--- src/rtl/linebuf_scheduler.sv ---
// Line-buffer sequencer: fetches image column words band by band, shifts them into the
// line buffer and offers a K-wide window handshake downstream once enough columns are resident.
module linebuf_scheduler #(
  parameter int unsigned BUF_HEIGHT      = 8,
  parameter int unsigned BUF_WIDTH       = 34,
  parameter int unsigned MAX_KERNEL_SIZE = 7,
  parameter int unsigned ADDR_W          = 10,
  localparam int unsigned CW = $clog2(BUF_WIDTH),
  localparam int unsigned KW = $clog2(MAX_KERNEL_SIZE + 1)
) (
  input  logic                  clk,
  input  logic                  rst,
  input  logic                  start,
  input  logic [CW-1:0]         img_width,
  input  logic [ADDR_W-1:0]     num_bands,
  input  logic [KW-1:0]         kernel_size,
  output logic                  mem_rd_en,
  output logic [ADDR_W-1:0]     mem_addr,
  input  logic [BUF_HEIGHT-1:0] mem_rd_data,
  output logic [BUF_HEIGHT-1:0] buf_pixel,
  output logic                  buf_shift_enable,
  output logic                  buf_done,
  output logic [CW-1:0]         buf_img_width,
  output logic                  win_valid,
  input  logic                  win_ready,
  output logic [CW-1:0]         win_col,
  output logic [ADDR_W-1:0]     win_band,
  output logic                  busy,
  output logic                  frame_done,
  output logic                  cfg_err
);

  typedef enum logic [2:0] {StIdle, StRead, StLoad, StWin, StDone} state_e;

  state_e              state_q, state_d;
  logic [CW-1:0]       col_q, col_d;
  logic [ADDR_W-1:0]   band_q, band_d;
  logic [ADDR_W-1:0]   addr_q, addr_d;
  logic [CW-1:0]       width_q, width_d;
  logic [ADDR_W-1:0]   bands_q, bands_d;
  logic [KW-1:0]       k_q, k_d;

  logic                rd_en_q, rd_en_d;
  logic [ADDR_W-1:0]   maddr_q, maddr_d;
  logic                shift_q, shift_d;
  logic                bdone_q, bdone_d;
  logic                wvalid_q, wvalid_d;
  logic [CW-1:0]       wcol_q, wcol_d;
  logic [ADDR_W-1:0]   wband_q, wband_d;
  logic                busy_q, busy_d;
  logic                fdone_q, fdone_d;
  logic                cfg_err_q, cfg_err_d;

  logic [31:0]         k32, w32;
  logic                cfg_bad;
  logic [CW-1:0]       k_ext;

  // Range checks done at 32 bits so out-of-range widths compare correctly.
  assign k32     = 32'(kernel_size);
  assign w32     = 32'(img_width);
  assign cfg_bad = (k32 == 32'd0) || (k32 > MAX_KERNEL_SIZE) || (w32 < k32) ||
                   (w32 > BUF_WIDTH) || (num_bands == '0);
  assign k_ext   = CW'(k_q);

  always_comb begin
    state_d   = state_q;
    col_d     = col_q;
    band_d    = band_q;
    addr_d    = addr_q;
    width_d   = width_q;
    bands_d   = bands_q;
    k_d       = k_q;
    cfg_err_d = 1'b0;

    unique case (state_q)
      StIdle: begin
        if (start) begin
          if (cfg_bad) begin
            cfg_err_d = 1'b1;
          end else begin
            width_d = img_width;
            bands_d = num_bands;
            k_d     = kernel_size;
            col_d   = '0;
            band_d  = '0;
            addr_d  = '0;
            state_d = StRead;
          end
        end
      end
      StRead: state_d = StLoad;
      StLoad: begin
        addr_d = addr_q + ADDR_W'(1);
        if (col_q >= k_ext - CW'(1)) begin
          state_d = StWin;
        end else begin
          col_d   = col_q + CW'(1);
          state_d = StRead;
        end
      end
      StWin: begin
        if (win_ready) begin
          if (col_q < width_q - CW'(1)) begin
            col_d   = col_q + CW'(1);
            state_d = StRead;
          end else if (band_q != bands_q - ADDR_W'(1)) begin
            col_d   = '0;
            band_d  = band_q + ADDR_W'(1);
            state_d = StRead;
          end else begin
            state_d = StDone;
          end
        end
      end
      StDone:  state_d = StIdle;
      default: state_d = StIdle;
    endcase

    // Outputs are registered: decode them from the next state and next counters.
    rd_en_d  = (state_d == StRead);
    maddr_d  = (state_d == StRead) ? addr_d : '0;
    shift_d  = (state_d == StLoad);
    wvalid_d = (state_d == StWin);
    wcol_d   = (state_d == StWin) ? col_d : '0;
    wband_d  = (state_d == StWin) ? band_d : '0;
    busy_d   = (state_d == StRead) || (state_d == StLoad) || (state_d == StWin);
    bdone_d  = ~busy_d;
    fdone_d  = (state_d == StDone);
  end

  always_ff @(posedge clk or posedge rst) begin
    if (rst) begin
      state_q   <= StIdle;
      col_q     <= '0;
      band_q    <= '0;
      addr_q    <= '0;
      width_q   <= '0;
      bands_q   <= '0;
      k_q       <= '0;
      rd_en_q   <= 1'b0;
      maddr_q   <= '0;
      shift_q   <= 1'b0;
      bdone_q   <= 1'b1;
      wvalid_q  <= 1'b0;
      wcol_q    <= '0;
      wband_q   <= '0;
      busy_q    <= 1'b0;
      fdone_q   <= 1'b0;
      cfg_err_q <= 1'b0;
    end else begin
      state_q   <= state_d;
      col_q     <= col_d;
      band_q    <= band_d;
      addr_q    <= addr_d;
      width_q   <= width_d;
      bands_q   <= bands_d;
      k_q       <= k_d;
      rd_en_q   <= rd_en_d;
      maddr_q   <= maddr_d;
      shift_q   <= shift_d;
      bdone_q   <= bdone_d;
      wvalid_q  <= wvalid_d;
      wcol_q    <= wcol_d;
      wband_q   <= wband_d;
      busy_q    <= busy_d;
      fdone_q   <= fdone_d;
      cfg_err_q <= cfg_err_d;
    end
  end

  assign mem_rd_en        = rd_en_q;
  assign mem_addr         = maddr_q;
  // Read data only arrives during LOAD, so the pixel path is gated by the registered strobe.
  assign buf_pixel        = shift_q ? mem_rd_data : '0;
  assign buf_shift_enable = shift_q;
  assign buf_done         = bdone_q;
  assign buf_img_width    = width_q;
  assign win_valid        = wvalid_q;
  assign win_col          = wcol_q;
  assign win_band         = wband_q;
  assign busy             = busy_q;
  assign frame_done       = fdone_q;
  assign cfg_err          = cfg_err_q;

endmodule

--- config.mk ---
export PLATFORM = sky130hd
export DESIGN_NAME = linebuf_scheduler
export DESIGN_NICKNAME = d
export VERILOG_FILES = /design/src/rtl/linebuf_scheduler.sv
export SDC_FILE = /design/constraint.sdc
export NUM_CORES = 1
export LEC_CHECK = 0
export BUFFER_PORTS_ARGS = -buffer_cell sky130_fd_sc_hd__buf_4
export CAP_MARGIN = 10
export CORE_UTILIZATION = 60
export CTS_CLUSTER_DIAMETER = 50
export DETAILED_ROUTE_END_ITERATION = 8
export PLACE_DENSITY_LB_ADDON = 0.2
export SKIP_LAST_GASP = 1
export SYNTH_ARGS = -nofsm -noshare
export SYNTH_HDL_FRONTEND = slang
export SYNTH_SLANG_ARGS = --single-unit
--- constraint.sdc ---
create_clock -name clk -period 7.9 [get_ports clk]
set_input_delay 0.79 -clock clk [delete_from_list [all_inputs] [get_ports clk]]
set_output_delay 0.79 -clock clk [all_outputs]
set_load 0.1 [all_outputs]
==> impl_results.html, run 1 <==
<table>
<tr><th>Metric</th><th>Value</th></tr>
<tr><th colspan="2">Status</th></tr>
<tr><td>Outcome</td><td>finished, final reports clean</td></tr>
<tr><th colspan="2">Critical path</th></tr>
<tr><td>Slowest cell on crit path</td><td>sky130_fd_sc_hd__o22a_1</td></tr>
<tr><td>WP buf/inv</td><td>0</td></tr>
<tr><td>Kind of critical path</td><td>reg -&gt; reg</td></tr>
<tr><td>Highest net fanout along the worst path</td><td>18</td></tr>
<tr><td>Category of the worst setup path launch point</td><td>flip-flop</td></tr>
<tr><td>Category of the worst setup path capture point</td><td>flip-flop</td></tr>
<tr><td>Slowest cell delay on critical path</td><td>0.62 ns</td></tr>
<tr><td>Capturing point of the worst reg2reg path</td><td>col_q[2]</td></tr>
<tr><td>Endpoint required time on the critical path</td><td>8.13 ns</td></tr>
<tr><td>Critical path cell sequence</td><td>or3_1 &gt; ha_1 &gt; a21o_1 &gt; a221oi_1 &gt; o22a_1 &gt; o21ai_0 &gt; a2111oi_0 &gt; nor2_1</td></tr>
<tr><td>Number of cells on the worst reg-to-reg path</td><td>8</td></tr>
<tr><td>Launch point of the worst reg-to-reg path</td><td>k_q[1]</td></tr>
<tr><td>Arrival time at the worst endpoint</td><td>3.42 ns</td></tr>
<tr><td>Cell family with the largest share of critical-path delay</td><td>compound AO/OA/AOI/OAI gates</td></tr>
<tr><td>Reg2Reg Setup Slack</td><td>4.71 ns</td></tr>
<tr><th colspan="2">Pwr</th></tr>
<tr><td>Net Switching</td><td>1.067 mW</td></tr>
<tr><td>Share of total power in the clock network</td><td>0.168</td></tr>
<tr><td>Sequential fraction of design power</td><td>0.310</td></tr>
<tr><td>Maximum resistive drop on vdd</td><td>0.3700 mV</td></tr>
<tr><td>Internal Pwr Total</td><td>1.037 mW</td></tr>
<tr><td>Leakage power total</td><td>2.447 nW</td></tr>
<tr><td>Fraction of power spent switching nets</td><td>0.5071</td></tr>
<tr><td>P per Cell Area</td><td>420.1 mW/mm^2</td></tr>
<tr><td>PnR Total Power</td><td>2.104 mW</td></tr>
<tr><td>Combinational group share of total power</td><td>0.522</td></tr>
<tr><th colspan="2">Floorplan</th></tr>
<tr><td>Overall die width</td><td>85.35 um</td></tr>
<tr><td>Die Height</td><td>85.35 um</td></tr>
<tr><td>Area enclosed by the die boundary</td><td>0.007284 mm^2</td></tr>
<tr><td>Number of primary I/O pins</td><td>78</td></tr>
<tr><td>Std-Cell Rows</td><td>30</td></tr>
<tr><td>Initial standard-cell utilization of the core</td><td>0.6169</td></tr>
<tr><td>Core footprint</td><td>0.006756 mm^2</td></tr>
<tr><th colspan="2">Flow run</th></tr>
<tr><td>Max Cap Viol</td><td>0</td></tr>
<tr><th colspan="2">Hold path</th></tr>
<tr><td>Source of the worst hold timing path</td><td>addr_q[9]</td></tr>
<tr><td>Number of instances on the worst hold path</td><td>1</td></tr>
<tr><td>Hold endpoint</td><td>addr_q[9]</td></tr>
<tr><td>Hold Crit Class</td><td>reg -&gt; reg</td></tr>
<tr><th colspan="2">Logic synthesis</th></tr>
<tr><td>Most instantiated flip-flop cell in the synthesis netlist</td><td>sky130_fd_sc_hd__dfrtp_1</td></tr>
<tr><td>Synth unique cells</td><td>59</td></tr>
<tr><td>Number of warnings issued by yosys</td><td>0</td></tr>
<tr><td>Sequential share of the synthesized area</td><td>0.4866</td></tr>
<tr><td>Cell count after synthesis</td><td>434</td></tr>
<tr><td>Seq cells post-synth</td><td>81</td></tr>
<tr><td>Post-synthesis instance area</td><td>0.004168 mm^2</td></tr>
<tr><td>Asr flop ratio synth</td><td>1.000</td></tr>
<tr><td>Number of enable-type register cells in the synthesized netlist</td><td>0</td></tr>
<tr><td>Mean post-synth cell area</td><td>9.603 um^2</td></tr>
<tr><td>Synthesized netlist net count</td><td>484</td></tr>
<tr><th colspan="2">Routing</th></tr>
<tr><td>Number of detailed-routing iterations run before antenna repair</td><td>5</td></tr>
<tr><td>Antenna Nets Post-Route</td><td>0</td></tr>
<tr><td>Remaining DRCs</td><td>0</td></tr>
<tr><td>WL per Instance</td><td>15.82 um</td></tr>
<tr><td>Detailed-route via count</td><td>3507</td></tr>
<tr><td>Via density per instance</td><td>5.934</td></tr>
<tr><td>Total wirelength of the detailed-routed design</td><td>9352 um</td></tr>
<tr><td>Detailed router's first-iteration violation count</td><td>211</td></tr>
<tr><th colspan="2">Timing</th></tr>
<tr><td>Fmax</td><td>0.3135 GHz</td></tr>
<tr><td>Final cycle utilization of the critical path</td><td>0.4038</td></tr>
<tr><td>Final hold viol count</td><td>0</td></tr>
<tr><td>Actual transition at the worst max-transition pin</td><td>0.9742 ns</td></tr>
<tr><td>Worst slew slack as a fraction of its limit</td><td>0.3506</td></tr>
<tr><td>Max Slew Vio Count</td><td>0</td></tr>
<tr><td>Fin Clk Skew</td><td>0.01076 ns</td></tr>
<tr><td>Min cycle time layout</td><td>3.190 ns</td></tr>
<tr><td>Count of endpoints failing setup in the final report</td><td>0</td></tr>
<tr><td>Accumulated negative setup slack</td><td>0 ns</td></tr>
<tr><td>Setup repair after global routing missed its margin</td><td>false</td></tr>
<tr><th colspan="2">Clocking</th></tr>
<tr><td>CTS H-Tree Depth</td><td>3</td></tr>
<tr><td>Number of buffers between clock root and the deepest sink</td><td>2</td></tr>
<tr><td>CTS tree</td><td>yes</td></tr>
<tr><td>Clock slew at reported path FFs</td><td>0.09 ns</td></tr>
<tr><td>Clk Latency, worst-skew pair</td><td>0.36 ns</td></tr>
<tr><td>Number of setup buffers added after CTS</td><td>0</td></tr>
<tr><td>Clk Tree Root Cell</td><td>sky130_fd_sc_hd__clkbuf_8</td></tr>
<tr><td>Clk sink count</td><td>81</td></tr>
<tr><td>Cts repair resizes</td><td>0</td></tr>
<tr><td>TritonCTS buffer count</td><td>9</td></tr>
<tr><td>Cts-stage hold buffer count</td><td>0</td></tr>
<tr><th colspan="2">Place</th></tr>
<tr><td>Final weighted congestion of routability-driven global placement</td><td>0.9565</td></tr>
<tr><td>Dpl hpwl</td><td>6720 um</td></tr>
<tr><td>Placed Cells incl. Taps</td><td>575</td></tr>
<tr><td>PortBufs</td><td>77</td></tr>
<tr><th colspan="2">GRT</th></tr>
<tr><td>Maximum number of pins on one net before global-route repair</td><td>82</td></tr>
<tr><td>Via count of the first global-routing pass</td><td>3201</td></tr>
<tr><td>Antenna violations before repair</td><td>0</td></tr>
<tr><td>Aggregate global routing overflow</td><td>0</td></tr>
<tr><td>Tot GR Track Use</td><td>0.2738</td></tr>
<tr><td>Global-route wire length before repair</td><td>15490 um</td></tr>
<tr><th colspan="2">Finish</th></tr>
<tr><td>Commonest cells after routing, fill and taps aside</td><td>sky130_fd_sc_hd__dfrtp_1 (80), sky130_fd_sc_hd__buf_4 (79), sky130_fd_sc_hd__nand2_1 (75)</td></tr>
<tr><td>Layout area overhead</td><td>20.17%</td></tr>
<tr><td>Total area of multi-input combinational cells</td><td>0.001983 mm^2</td></tr>
<tr><td>Commonest non-fill, non-tap cell in the layout</td><td>sky130_fd_sc_hd__dfrtp_1</td></tr>
<tr><td>Net count of the finished layout</td><td>556</td></tr>
<tr><td>Number of fill cells</td><td>510</td></tr>
<tr><td>FF/Latch Area</td><td>0.002028 mm^2</td></tr>
<tr><td>Fin cells</td><td>591</td></tr>
<tr><td>Fraction of layout cells with a size suffix above 1</td><td>0.2114</td></tr>
<tr><td>Antenna fix cells</td><td>0</td></tr>
</table>
## cells in the mapped netlist, types with 3 or more instances
cell type | n | area [um^2]
sky130_fd_sc_hd__inv_1 | 17 | 63.81
sky130_fd_sc_hd__dfrtp_1 | 80 | 2002
sky130_fd_sc_hd__o21ai_0 | 17 | 85.08
sky130_fd_sc_hd__or3_1 | 3 | 18.77
sky130_fd_sc_hd__o211ai_1 | 3 | 22.52
sky130_fd_sc_hd__nand3b_1 | 3 | 22.52
sky130_fd_sc_hd__a21o_1 | 4 | 30.03
sky130_fd_sc_hd__and2_1 | 18 | 112.6
sky130_fd_sc_hd__buf_2 | 4 | 20.02
sky130_fd_sc_hd__nor4_1 | 9 | 56.30
sky130_fd_sc_hd__a41oi_1 | 3 | 26.28
sky130_fd_sc_hd__nand2b_1 | 5 | 31.28
sky130_fd_sc_hd__ha_1 | 19 | 237.7
sky130_fd_sc_hd__mux2i_1 | 9 | 90.09
sky130_fd_sc_hd__o31ai_1 | 4 | 30.03
sky130_fd_sc_hd__nor2_1 | 28 | 105.1
sky130_fd_sc_hd__nor2b_1 | 13 | 81.33
sky130_fd_sc_hd__and3_1 | 6 | 37.54
sky130_fd_sc_hd__nand4_1 | 9 | 56.30
sky130_fd_sc_hd__xnor2_1 | 11 | 96.34
sky130_fd_sc_hd__nand2_1 | 75 | 281.5
sky130_fd_sc_hd__a21oi_1 | 11 | 55.05
sky130_fd_sc_hd__xor2_1 | 9 | 78.83
sky130_fd_sc_hd__nand3_1 | 17 | 85.08
sky130_fd_sc_hd__clkbuf_1 | 10 | 37.54
sky130_fd_sc_hd__nor3_1 | 7 | 35.03
## per-layer routing
layer | GRT usage | part of all wire | vias up
met3 | 0.06226 | 0.079 | 15
met1 | 0.3752 | 0.43 | 1701
li1 | - | - | 1645
met2 | 0.4435 | 0.47 | 146
met5 | 0 | 0 | -
met4 | 0.07576 | 0.013 | 0
## registers in the layout, indices dropped and copies added (netlist names), 3 cells and up
register and flops:
win_band 10, bands_q 10, k_q 3, buf_img_width 6, mem_addr 10, band_q 10
win_col 6, col_q 6, state_q 3, addr_q 10
## power groups by stage
stage | clock network [mW] | logic (mW) | registers [mW]
detailed placement | 0 | 1.09 | 0.657
CTS | 0.355 | 1.10 | 0.649
floorplan | 0 | 0.567 | 0.939
finish | 0.354 | 1.10 | 0.652
global placement | 0 | 1.06 | 0.650
global route | 0.374 | 1.18 | 0.670
## metrics by stage
step | area, um^2 | utilization | worst slack (ns) | hold WS, ns
after floorplan | 4168 | - | 4.827 | 0.4393
after global placement | 4772 | 0.7063 | 4.737 | 0.4572
after detailed placement | 4772 | 0.7063 | 4.590 | 0.4719
after CTS | 5009 | 0.7413 | 4.728 | 0.4919
after global routing | 5009 | 0.7413 | 4.405 | 0.5390
final | 5009 | 0.7413 | 4.710 | 0.4963
## layout make-up
class                           instances  area share
Clock buffer                           11     0.03023
Multi-Input combinational cell        317      0.3960
Tap cell                               80     0.01999
Clock inverter                          5     0.01699
Sequential cell                        81      0.4049
Inverter                               18     0.01349
Timing Repair Buffer                   79      0.1184
## logic make-up (layout without fill, tap and decap cells)
logic type                 Yosys count  after routing  synth area share
AOI/OAI and AO/OA                   64             64            0.1033
xor gates and xnor gates            20             20           0.04203
DFF                                 81             81            0.4866
and+or+nand+nor                    204            204            0.2492
adders and majority gates           19             19           0.05704
muxes                               10             10           0.02432
buffers and inverters               36            113           0.03752
## worst max path at each step
stage / startpoint / to / slack (ns) / depth (start not counted)
after CTS: k_q[1] / col_q[2] / 4.73 / 8
after global placement: img_width[1] / col_q[0] / 4.74 / 9
final: k_q[1] / col_q[2] / 4.71 / 8
after global routing: k_q[0] / col_q[2] / 4.41 / 11
after detailed placement: img_width[1] / col_q[2] / 4.59 / 8
after floorplan: buf_img_width[0] / col_q[2] / 4.83 / 12
(Power assumes the default switching activity.)
==> run 2: changes to the inputs <==
- ABC_AREA: not set -> 1
- CORE_UTILIZATION: 60 -> 56
- clock period: 7.9 -> 3.1 ns (I/O delays scaled with it)
==> run 2 against run 1 <==
Effect of this change: clock power up 130%; critical path depth up 6; critical path type unchanged; hold slack worse by 0.46 ns; largest power group unchanged; clock skew down 0.0034 ns.
==> impl_results.html, run 2 <==
<table>
<tr><th>Metric</th><th>Value</th></tr>
<tr><th colspan="2">GRT</th></tr>
<tr><td>Antenna violations before repair</td><td>0 (unchanged)</td></tr>
<tr><td>Aggregate global routing overflow</td><td>0 (unchanged)</td></tr>
<tr><td>Tot GR Track Use</td><td>0.2622 (was 0.2738)</td></tr>
<tr><td>Via count of the first global-routing pass</td><td>3928 (was 3201)</td></tr>
<tr><td>Maximum number of pins on one net before global-route repair</td><td>82 (unchanged)</td></tr>
<tr><td>Global-route wire length before repair</td><td>17330 um (was 15490 um)</td></tr>
<tr><th colspan="2">Finish</th></tr>
<tr><td>Utilization of the core after routing</td><td>0.6959 (was 0.7413)</td></tr>
<tr><td>Net count of the finished layout</td><td>715 (was 556)</td></tr>
<tr><td>Commonest non-fill, non-tap cell in the layout</td><td>sky130_fd_sc_hd__nand2_1 (was sky130_fd_sc_hd__dfrtp_1)</td></tr>
<tr><td>Number of fill cells</td><td>667 (was 510)</td></tr>
<tr><td>Fraction of layout cells with a size suffix above 1</td><td>0.1866 (was 0.2114)</td></tr>
<tr><td>Commonest cells after routing, fill and taps aside</td><td>sky130_fd_sc_hd__nand2_1 (130), sky130_fd_sc_hd__inv_1 (110), sky130_fd_sc_hd__dfrtp_1 (80), sky130_fd_sc_hd__buf_4 (80), sky130_fd_sc_hd__nor2_1 (57) (was sky130_fd_sc_hd__dfrtp_1 (80), sky130_fd_sc_hd__buf_4 (79), sky130_fd_sc_hd__nand2_1 (75))</td></tr>
<tr><td>Antenna fix cells</td><td>0 (unchanged)</td></tr>
<tr><td>Layout area overhead</td><td>20.07% (was 20.17%)</td></tr>
<tr><th colspan="2">Timing</th></tr>
<tr><td>Actual transition at the worst max-transition pin</td><td>0.5428 ns (was 0.9742 ns)</td></tr>
<tr><td>Final cycle utilization of the critical path</td><td>0.8430 (was 0.4038)</td></tr>
<tr><td>Max Slew Vio Count</td><td>0 (unchanged)</td></tr>
<tr><td>Minimum setup slack in the final design</td><td>0.4866 ns (was 4.710 ns)</td></tr>
<tr><td>Min cycle time layout</td><td>2.613 ns (was 3.190 ns)</td></tr>
<tr><td>Setup repair after global routing missed its margin</td><td>false (unchanged)</td></tr>
<tr><td>Worst slew slack as a fraction of its limit</td><td>0.6377 (was 0.3506)</td></tr>
<tr><td>Accumulated negative setup slack</td><td>0 ns (unchanged)</td></tr>
<tr><td>Count of endpoints failing setup in the final report</td><td>0 (unchanged)</td></tr>
<tr><td>Final hold viol count</td><td>0 (unchanged)</td></tr>
<tr><td>Fmax</td><td>0.3826 GHz (was 0.3135 GHz)</td></tr>
<tr><td>Fin Clk Skew</td><td>0.007325 ns (was 0.01076 ns)</td></tr>
<tr><th colspan="2">Critical path</th></tr>
<tr><td>Arrival time at the worst endpoint</td><td>2.89 ns (was 3.42 ns)</td></tr>
<tr><td>Setup crit end</td><td>win_col[1] (was col_q[2])</td></tr>
<tr><td>Kind of critical path</td><td>reg -&gt; reg (unchanged)</td></tr>
<tr><td>Launch point of the worst reg-to-reg path</td><td>buf_img_width[2] (was k_q[1])</td></tr>
<tr><td>Highest net fanout along the worst path</td><td>15 (was 18)</td></tr>
<tr><td>Reg2Reg Setup Slack</td><td>0.49 ns (was 4.71 ns)</td></tr>
<tr><td>Category of the worst setup path capture point</td><td>flip-flop (unchanged)</td></tr>
<tr><td>Critical path origin</td><td>buf_img_width[2] (was k_q[1])</td></tr>
<tr><td>Category of the worst setup path launch point</td><td>flip-flop (unchanged)</td></tr>
<tr><td>Capturing point of the worst reg2reg path</td><td>win_col[1] (was col_q[2])</td></tr>
<tr><td>Number of cells on the worst reg-to-reg path</td><td>14 (was 8)</td></tr>
<tr><td>Endpoint required time on the critical path</td><td>3.38 ns (was 8.13 ns)</td></tr>
<tr><th colspan="2">Pwr</th></tr>
<tr><td>Share of total power in the clock network</td><td>0.137 (was 0.168)</td></tr>
<tr><td>Net Switching</td><td>3.166 mW (was 1.067 mW)</td></tr>
<tr><td>Fraction of power spent switching nets</td><td>0.5402 (was 0.5071)</td></tr>
<tr><td>Sequential fraction of design power</td><td>0.284 (was 0.310)</td></tr>
<tr><td>P per Cell Area</td><td>1084 mW/mm^2 (was 420.1 mW/mm^2)</td></tr>
<tr><td>Combinational group share of total power</td><td>0.579 (was 0.522)</td></tr>
<tr><td>Internal Pwr Total</td><td>2.696 mW (was 1.037 mW)</td></tr>
<tr><td>Maximum resistive drop on vdd</td><td>0.7403 mV (was 0.3700 mV)</td></tr>
<tr><td>Leakage power total</td><td>2.949 nW (was 2.447 nW)</td></tr>
<tr><th colspan="2">Routing</th></tr>
<tr><td>Remaining DRCs</td><td>0 (unchanged)</td></tr>
<tr><td>Antenna Nets Post-Route</td><td>0 (unchanged)</td></tr>
<tr><td>Via density per instance</td><td>5.157 (was 5.934)</td></tr>
<tr><td>Detailed router's first-iteration violation count</td><td>319 (was 211)</td></tr>
<tr><td>WL per Instance</td><td>12.79 um (was 15.82 um)</td></tr>
<tr><td>Number of detailed-routing iterations run before antenna repair</td><td>4 (was 5)</td></tr>
<tr><td>Detailed-route via count</td><td>3981 (was 3507)</td></tr>
<tr><td>Total wirelength of the detailed-routed design</td><td>9872 um (was 9352 um)</td></tr>
<tr><th colspan="2">Flow run</th></tr>
<tr><td>Max Cap Viol</td><td>0 (unchanged)</td></tr>
<tr><th colspan="2">Clocking</th></tr>
<tr><td>Number of buffers between clock root and the deepest sink</td><td>2 (unchanged)</td></tr>
<tr><td>Cts-stage hold buffer count</td><td>0 (unchanged)</td></tr>
<tr><td>Number of setup buffers added after CTS</td><td>0 (unchanged)</td></tr>
<tr><td>TritonCTS buffer count</td><td>9 (unchanged)</td></tr>
<tr><td>Cts repair resizes</td><td>0 (unchanged)</td></tr>
<tr><td>Clk Latency, worst-skew pair</td><td>0.35 ns (was 0.36 ns)</td></tr>
<tr><td>Clock slew at reported path FFs</td><td>0.09 ns (about the same)</td></tr>
<tr><td>Clk sink count</td><td>81 (unchanged)</td></tr>
<tr><td>CTS H-Tree Depth</td><td>3 (unchanged)</td></tr>
<tr><td>Clk Tree Root Cell</td><td>sky130_fd_sc_hd__clkbuf_8 (unchanged)</td></tr>
<tr><td>CTS tree</td><td>yes (unchanged)</td></tr>
<tr><th colspan="2">Floorplan</th></tr>
<tr><td>Area enclosed by the die boundary</td><td>0.008402 mm^2 (was 0.007284 mm^2)</td></tr>
<tr><td>Overall die width</td><td>91.66 um (was 85.35 um)</td></tr>
<tr><td>Number of primary I/O pins</td><td>78 (unchanged)</td></tr>
<tr><td>Std-Cell Rows</td><td>32 (was 30)</td></tr>
<tr><td>Initial standard-cell utilization of the core</td><td>0.5796 (was 0.6169)</td></tr>
<tr><td>Core footprint</td><td>0.007767 mm^2 (was 0.006756 mm^2)</td></tr>
<tr><td>Die Height</td><td>91.66 um (was 85.35 um)</td></tr>
<tr><th colspan="2">Logic synthesis</th></tr>
<tr><td>Number of warnings issued by yosys</td><td>0 (unchanged)</td></tr>
<tr><td>Cell types with the highest counts after synthesis</td><td>sky130_fd_sc_hd__nand2_1 (130), sky130_fd_sc_hd__inv_1 (111), sky130_fd_sc_hd__dfrtp_1 (80), sky130_fd_sc_hd__nor2_1 (57), sky130_fd_sc_hd__o21ai_0 (45) (was sky130_fd_sc_hd__dfrtp_1 (80), sky130_fd_sc_hd__nand2_1 (75), sky130_fd_sc_hd__nor2_1 (28), sky130_fd_sc_hd__ha_1 (19), sky130_fd_sc_hd__and2_1 (18))</td></tr>
<tr><td>Count leader, synth</td><td>sky130_fd_sc_hd__nand2_1 (was sky130_fd_sc_hd__dfrtp_1)</td></tr>
<tr><td>Asr flop ratio synth</td><td>1.000 (unchanged)</td></tr>
<tr><td>Mean post-synth cell area</td><td>7.735 um^2 (was 9.603 um^2)</td></tr>
<tr><td>Cell count after synthesis</td><td>582 (was 434)</td></tr>
<tr><td>Synth unique cells</td><td>35 (was 59)</td></tr>
<tr><td>Seq cells post-synth</td><td>81 (unchanged)</td></tr>
<tr><td>Synthesized netlist net count</td><td>632 (was 484)</td></tr>
<tr><td>Top area cells in the synthesized netlist</td><td>sky130_fd_sc_hd__dfrtp_1 (44%), sky130_fd_sc_hd__nand2_1 (11%), sky130_fd_sc_hd__inv_1 (9.3%) (was sky130_fd_sc_hd__dfrtp_1 (48%), sky130_fd_sc_hd__nand2_1 (6.8%), sky130_fd_sc_hd__ha_1 (5.7%))</td></tr>
<tr><td>Post-synthesis instance area</td><td>0.004502 mm^2 (was 0.004168 mm^2)</td></tr>
<tr><td>Sequential share of the synthesized area</td><td>0.4505 (was 0.4866)</td></tr>
<tr><td>Share of the synthesized area in the top cell type</td><td>0.4447 (was 0.4803)</td></tr>
<tr><td>Number of enable-type register cells in the synthesized netlist</td><td>0 (unchanged)</td></tr>
<tr><td>Largest area contributor in the netlist</td><td>sky130_fd_sc_hd__dfrtp_1 (unchanged)</td></tr>
<tr><td>Most instantiated flip-flop cell in the synthesis netlist</td><td>sky130_fd_sc_hd__dfrtp_1 (unchanged)</td></tr>
<tr><th colspan="2">Place</th></tr>
<tr><td>Final weighted congestion of routability-driven global placement</td><td>0.8976 (was 0.9565)</td></tr>
<tr><td>Dpl hpwl</td><td>7359 um (was 6720 um)</td></tr>
<tr><td>PortBufs</td><td>77 (unchanged)</td></tr>
<tr><td>Dpl ws</td><td>0.5258 ns (was 4.590 ns)</td></tr>
<tr><th colspan="2">Status</th></tr>
<tr><td>Outcome</td><td>finished, final reports clean (unchanged)</td></tr>
<tr><th colspan="2">Hold path</th></tr>
<tr><td>Hold Crit Class</td><td>in -&gt; async (was reg -&gt; reg)</td></tr>
</table>
run 2: changes by cell type in the layout (fill, tap and decap cells not counted), sizes merged, moves of 6 or more:
cell   delta
and2     -17
nor2     +38
nor2b    -13
mux2i     -9
inv      +93
and3      -6
nor4      -7
o21ai    +30
nand2    +61
nand3    +21
run 2: per-layer routing:
metal | track usage | vias to the layer above | wire length [um]
li1 | - | 1992 | -
met1 | 0.3385 | 1849 | 4386
met2 | 0.4336 | 132 | 4714
met3 | 0.05887 | 8 | 671
met4 | 0.09524 | 0 | 99
met5 | 0 | - | 0
run 2: cell type report:
type	instances	area [um^2]	share of cell area
multi-input combinational	381	2008	0.3715
inverter	111	416.7	0.07708
clock buffer	11	141.4	0.02616
clock inverter	5	62.56	0.01157
timing repair buffer	81	620.6	0.1148
tap	102	127.6	0.02361
sequential	81	2028	0.3752
run 2: how the worst min path moves through the flow:
stage	from	to	slack, ns	cells after the start
after floorplan	img_width[5]	buf_img_width[5]	0.42	2
after global placement	rst	win_valid	0.44	3
after detailed placement	rst	win_valid	0.45	3
after CTS	rst	win_band[4]	0.06	3
after global routing	rst	win_band[3]	0.08	3
final	rst	win_valid	0.04	3
run 2: worst max-delay path: stages, from the launching register on:
cell and delay (ns):
sky130_fd_sc_hd__dfrtp_1 0.44, sky130_fd_sc_hd__nor2_1 0.12, sky130_fd_sc_hd__nand2_1 0.08, sky130_fd_sc_hd__nor3_1 0.20, sky130_fd_sc_hd__xnor2_1 0.11, sky130_fd_sc_hd__ha_1 0.30
sky130_fd_sc_hd__nand2_1 0.08, sky130_fd_sc_hd__nor2_1 0.10, sky130_fd_sc_hd__o21ai_0 0.09, sky130_fd_sc_hd__nand2_1 0.16, sky130_fd_sc_hd__nand4_2 0.17, sky130_fd_sc_hd__or2_4 0.28
sky130_fd_sc_hd__nand3b_4 0.20, sky130_fd_sc_hd__nand2_2 0.09, sky130_fd_sc_hd__a21oi_2 0.13
run 2: power by group through the flow:
stage | combinational, mW | clock [mW] | sequential, mW
2_1_floorplan | 1.84 | 0 | 2.49
3_3_place_gp | 3.26 | 0 | 1.66
3_5_place_dp | 3.39 | 0 | 1.68
4_1_cts | 3.40 | 0.816 | 1.66
5_1_grt | 3.74 | 0.874 | 1.71
6_report | 3.39 | 0.804 | 1.66
run 2: kinds of logic (layout without fill, tap and decap cells):
| group | Yosys count | count (layout) | synth area share |
|---|---|---|---|
| AND/OR/NAND/NOR | 269 | 269 | 0.2671 |
| AO/OA/AOI/OAI | 77 | 77 | 0.09505 |
| buffers and inverters | 120 | 208 | 0.1034 |
| XOR/XNOR | 16 | 16 | 0.03113 |
| flip-flops | 81 | 81 | 0.4505 |
| adder cells (fa/ha/maj) | 19 | 19 | 0.05281 |
run 2: per-stage QoR:
step / instance area (um^2) / cells / hold slack [ns] / power, mW
5_1_grt: 5405 / 772 / 0.08049 / 6.324
2_1_floorplan: 4502 / 582 / 0.4196 / 4.336
4_1_cts: 5405 / 772 / 0.06172 / 5.876
3_5_place_dp: 5201 / 756 / 0.4508 / 5.063
3_3_place_gp: 5201 / 756 / 0.4406 / 4.927
6_report: 5405 / 772 / 0.04014 / 5.862
